[config.mk]
export PLATFORM = sky130hd
export DESIGN_NAME = vga_sync_gen
export DESIGN_NICKNAME = d
export VERILOG_FILES = /design/src/rtl/vga_sync_gen.sv
export SDC_FILE = /design/constraint.sdc
export NUM_CORES = 1
export LEC_CHECK = 0
export CORE_MARGIN = 2
export CORE_UTILIZATION = 40
export DETAILED_ROUTE_END_ITERATION = 7
export PLACE_DENSITY_LB_ADDON = 0.12
export SYNTH_ARGS = -nofsm -noshare
export SYNTH_HDL_FRONTEND = slang
export SYNTH_SLANG_ARGS = --single-unit
[constraint.sdc]
create_clock -name clk50M -period 2.35 [get_ports clk50M]
set_input_delay 0.705 -clock clk50M [delete_from_list [all_inputs] [get_ports clk50M]]
set_output_delay 0.705 -clock clk50M [all_outputs]
set_load 0.03 [all_outputs]
[src/rtl/vga_sync_gen.sv]
// ============================================================================
// Module   : vga_sync_gen
// Function : VGA 640x480@60 raster timing (hsync/vsync/video_on/coordinates),
//            advancing one pixel per pix_en strobe in the clk50M domain.
//            Optional frame counter enabled by macro VGA_FRAME_CNT_EN.
// Revision : 1.0 - initial release
// ============================================================================
`default_nettype none

module vga_sync_gen #(
    parameter int H_ACTIVE = 640,
    parameter int H_FP     = 16,
    parameter int H_SYNC   = 96,
    parameter int H_BP     = 48,
    parameter int V_ACTIVE = 480,
    parameter int V_FP     = 10,
    parameter int V_SYNC   = 2,
    parameter int V_BP     = 33,
    parameter bit SYNC_POL = 1'b0
) (
    input  logic       clk50M,
    input  logic       rst_n,
    input  logic       pix_en,
    output logic       hsync,
    output logic       vsync,
    output logic       video_on,
    output logic [9:0] pixel_x,
    output logic [9:0] pixel_y,
    output logic       frame_start,
    output logic [7:0] frame_cnt
);

    localparam int         H_TOTAL  = H_ACTIVE + H_FP + H_SYNC + H_BP;
    localparam int         V_TOTAL  = V_ACTIVE + V_FP + V_SYNC + V_BP;
    localparam logic [9:0] H_LAST   = 10'(H_TOTAL - 1);
    localparam logic [9:0] V_LAST   = 10'(V_TOTAL - 1);
    localparam logic [9:0] H_VIS    = 10'(H_ACTIVE);
    localparam logic [9:0] V_VIS    = 10'(V_ACTIVE);
    localparam logic [9:0] HS_START = 10'(H_ACTIVE + H_FP);
    localparam logic [9:0] HS_END   = 10'(H_ACTIVE + H_FP + H_SYNC - 1);
    localparam logic [9:0] VS_START = 10'(V_ACTIVE + V_FP);
    localparam logic [9:0] VS_END   = 10'(V_ACTIVE + V_FP + V_SYNC - 1);

    logic [9:0] x_q, x_d;
    logic [9:0] y_q, y_d;
    logic       hs_q, hs_d;
    logic       vs_q, vs_d;
    logic       vid_q, vid_d;
    logic       fs_q, wrap_d;

    // Decode from the next counter values so syncs line up with the coordinates.
    always_comb begin
        x_d    = x_q + 10'd1;
        y_d    = y_q;
        wrap_d = 1'b0;
        if (x_q == H_LAST) begin
            x_d = 10'd0;
            if (y_q == V_LAST) begin
                y_d    = 10'd0;
                wrap_d = 1'b1;
            end else begin
                y_d = y_q + 10'd1;
            end
        end
        hs_d  = ((x_d >= HS_START) && (x_d <= HS_END)) ? SYNC_POL : ~SYNC_POL;
        vs_d  = ((y_d >= VS_START) && (y_d <= VS_END)) ? SYNC_POL : ~SYNC_POL;
        vid_d = (x_d < H_VIS) && (y_d < V_VIS);
    end

    always_ff @(posedge clk50M or negedge rst_n) begin
        if (!rst_n) begin
            x_q   <= H_LAST;
            y_q   <= V_LAST;
            hs_q  <= ~SYNC_POL;
            vs_q  <= ~SYNC_POL;
            vid_q <= 1'b0;
            fs_q  <= 1'b0;
        end else begin
            fs_q <= 1'b0;
            if (pix_en) begin
                x_q   <= x_d;
                y_q   <= y_d;
                hs_q  <= hs_d;
                vs_q  <= vs_d;
                vid_q <= vid_d;
                fs_q  <= wrap_d;
            end
        end
    end

`ifdef VGA_FRAME_CNT_EN
    logic [7:0] frame_cnt_q;

    always_ff @(posedge clk50M or negedge rst_n) begin
        if (!rst_n) begin
            frame_cnt_q <= 8'd0;
        end else if (pix_en && wrap_d) begin
            frame_cnt_q <= frame_cnt_q + 8'd1;
        end
    end

    assign frame_cnt = frame_cnt_q;
`else
    assign frame_cnt = 8'd0;
`endif

    assign pixel_x     = x_q;
    assign pixel_y     = y_q;
    assign hsync       = hs_q;
    assign vsync       = vs_q;
    assign video_on    = vid_q;
    assign frame_start = fs_q;

endmodule

`default_nettype wire

# [Yosys cells after proc, flatten, opt, wreduce, memory -nomap -nowiden]
# Index checks and enable logic that the tools add are counted.
# Widths: inputs -> output; s select.
[totals] register_bits=24 word_cells=27
[classes] n_addsub=2 magnitude_cmp=6 n_eq_ne=2 muxes=8 reduce_logical=3
[op_table] operator="$mux 10" n=3
[op_table] operator="$add 10x1->10 const B" n=2
[op_table] operator="$eq 10x10->1 const B" n=2
[op_table] operator="$ge 10x10->1 const B" n=1
[op_table] operator="$ge 10x9->1 const B" n=1
[op_table] operator="$le 10x10->1 const B" n=1
[op_table] operator="$le 10x9->1 const B" n=1
[op_table] operator="$lt 10x10->1 const B" n=1
[op_table] operator="$lt 10x9->1 const B" n=1
[op_table] operator="$mux 1" n=5
[op_table] operator="$logic_and 1x1->1" n=3

# [Depth between registers and ports, before layout]
[depth] depth_word=6 mapped_depth=9

# [Least setup slack after synthesis]
# Ideal clock, no wire load.
[synth_timing] path_kind="reg2reg" start="reg x_q[1] (netlist: pixel_x[1])" end="reg vid_q (netlist: video_on)" setup_time_ns=0.095 t_arrival_ns=2.007 required_ns=2.255 slack_ns=0.247 path_stages_with_launch=9 path_buffers=1 synth_period_minus_slack_ns=2.103 path_cell_list="dfstp_2 -> ha_1 -> and4_1 -> buf_6 -> and3_4 -> nand2_1 -> xor2_1 -> and4b_1 -> o32ai_2"
[synth_via] elab_chain_cells=4 word_cells_on_any_way=7 classes_between="add/sub (1); order compare (2); eq/ne (1); mux (2); reduce/logical (1)"
[synth_rtl] element="from (decl)" line="44" source="logic [9:0] x_q, x_d;"
[synth_rtl] element="from (signal assigned)" line="72" source="x_q <= H_LAST;"
[synth_rtl] element="from (signal assigned)" line="81" source="x_q <= x_d;"
[synth_rtl] element="$add 10x1->10 or $eq 10x10->1 (tied branches)" line="53, 56"
[synth_rtl] element="$mux 10" line="56" source="if (x_q == H_LAST) begin"
[synth_rtl] element="$lt 10x10->1 or $lt 10x9->1 (tied branches)" line="67" source="vid_d = (x_d < H_VIS) && (y_d < V_VIS);"
[synth_rtl] element="$logic_and 1x1->1 *" line="67"
[synth_rtl] element="to (signal assigned)" line="85" source="vid_q <= vid_d;"
[synth_rtl] element="to (decl)" line="48" source="logic vid_q, vid_d;"
# Every way passes the cells marked *; elsewhere a longest branch is shown, timed or not.
# A chain may end at the register's enable or synchronous reset.

# [Final worst setup path]
[layout_timing] start="reg x_q[2] (netlist: pixel_x[2])" end="out pixel_x[2]"
[layout_rtl] element="to (decl)" line="27" source="output logic [9:0] pixel_x,"
# No word-level cell between the ends.

==> results.ini <==
[detailed_routing]
drt-total-wl_um = 3811
routedWlPerCell_um = 14.55
ant_nets = 0
via_count = 1439
vias_per_cell = 5.492
drt_iter0_drc = 139
first_pass_iters = 4
drc_errors = 0

[placed_design]
gp_congestion = 1.009
place_area_um2 = 1938
dpl.hpwl_um = 2850
io_buffer_count = 26

[timing]
tns_ns = 0
setup_viol = 0
hold_violations = 0
fmax_ghz = 0.4403
rsz0062_at_grt = no
period_share_pct = 96.65
final_max_slew_viol_count = 0
fin_worst_skew_ns = 0.003828
period_needed_ns = 2.271

[cts]
cts.path.max_buffers = 2
cts_tree = yes
htreeDepth = 1
insertion_delay_ns = 0.26
cts_buffers = 3
clockRootBuffer = clkbuf_8
clk_pin_slew_ns = 0.09
cts.sinks = 24

[power]
p_leak_uw = 0.0008026
irDropWorstVdd_uv = 266.7
power_uw = 1222
power_density_nw_per_um2 = 615.3

[die]
io_pins = 35
core_area_um2 = 4029
start_util_pct = 41.86
die_x_um = 68.94
die_h_um = 68.94
num_rows = 23
die_area_um2 = 4752

[layout]
final_util_pct = 49.32
fin_area_um2 = 1987
drive_gt1_share_pct = 16.04
antenna_cells = 0
final_common_cell = clkdlybuf4s50_1
area_delta_synth_final_pct = 17.80
nets = 220
layout_common_cells = clkdlybuf4s50_1 (25), nor2_1 (17), nand2_1 (15)

[synth]
netlist_area_um2 = 1687
seq_area_frac_synth_pct = 36.50
synthDistinctLibCells = 47
synth_top_area_share_pct = 18.69
synthCells = 189
synth-edff-count = 0
ys_dominant_reg_cell = dfstp_2
synth_area_leaders = dfstp_2 (19%), dfrtp_1 (18%), nand4_1 (4.1%)
post-synth-top-area-cell = dfstp_2
avgSynthCellArea_um2 = 8.924
synth_seq_cells = 24
async_flop_share_pct = 100.0
yosysWarnings = 0

[status]
status = finished, final reports clean

[global_route]
grt_pass1_wl_um = 6396
grt_max_degree = 25
antenna_found_initial = 0
grt_use_total_pct = 17.68
grt_overflow_total = 0
grt_pass1_vias = 1386

[worst_setup_path]
critPathMaxFanout = 9
slowest_delay_ns = 0.69
r2r_start = pixel_x[1]
cp.depth = 1
reg2reg_slack_ns = 0.18
worstPathArrival_ns = 1.57
required_ns = 1.64
regToRegEndpoint = vsync
crit_path_end_kind = primary output
critPathTopFamily = buffers and inverters
crit_path_start_kind = flip-flop
slowest_stage = clkdlybuf4s50_1
cp_cell_sequence = clkdlybuf4s50_1
path_buf_inv = 1
worstSetupPathType = reg2out
timing.critical_path.from = pixel_x[2]
critPathCapture = pixel_x[2]
reg2reg_depth = 8

[worst_hold_path]
hp-start = hsync
hold_class = reg2reg

[flow_run]
cap_violations = 0

[where the power goes]
part,switching [µW],internal [µW]
Sequential,99.3,488
Combinational,225,156
Clock,132,121
Total,457,766
[worst min-delay path by stage]
stage             endpoint  slack (ns)  cells after the start
3_5_place_dp         hsync        0.49                      2
6_report             hsync        0.51                      2
2_1_floorplan  frame_start        0.41                      0
4_1_cts              hsync        0.51                      2
3_3_place_gp         vsync        0.50                      2
5_1_grt              hsync        0.52                      2
[Yosys cell counts (4+ instances only)]
library cell and number:
o21ai_0 5, nand2_1 15, and3_1 4, nor3_1 4, ha_1 4, buf_4 9
inv_1 7, nand3_1 12, dfrtp_1 12, nand4_1 11, xnor2_1 4, a21oi_1 7
o31ai_1 5, buf_2 6, o21ai_1 8, dfstp_2 12, a31oi_1 5, nor2_1 17
[cell families after synthesis]
logic type	count (synthesis)	share of synthesized area [%]
simple gates	81	27.45
compound gates	41	17.14
buf+inv	29	10.90
flops	24	36.50
xor+xnor	7	3.635
fa+ha+maj	4	2.967
mux	2	1.187
other cells	1	0.2223
[registers in the layout (all words and copies together), names as in the netlist]
| name | flops |
|---|---|
| frame_start | 1 |
| hsync | 1 |
| video_on | 1 |
| vsync | 1 |
| pixel_x | 10 |
| pixel_y | 10 |
[routing by layer]
metal  global-route usage [%]  routed length [µm]  vias up  part of all wire (%)
li1                         -                   -      716                     -
met1                    23.32                1753      678                    46
met2                    29.93                1883       43                    49
met3                    2.435                 155        2                   4.1
met4                    5.392                  18        0                  0.47
met5                        0                   0        -                     0
[repair_timing]
item | CTS | global route
hold buffers | 0 | 0
resized for setup | 0 | 2
setup buffers | 0 | 0
endpoints found under the setup margin | 0 | 7
hold endpoints to repair | 0 | 0
[layout make-up]
class	count	area, µm²
tap	50	62.56
inverter	7	26.28
fill	389	2042
sequential	24	615.6
timing repair buffer	34	322.8
clock buffer	4	45.04
multi-input combinational	143	914.6
[per-stage QoR]
stage | instances | hold WS, ns | setup slack (ns)
after floorplan | 196 | 0.4094 | 0.2474
after global placement | 258 | 0.5017 | 0.2032
after detailed placement | 258 | 0.4880 | 0.08791
after CTS | 262 | 0.5073 | 0.01571
after global routing | 262 | 0.5195 | 0.005003
final | 262 | 0.5054 | 0.07884
(Power assumes the default switching activity.)
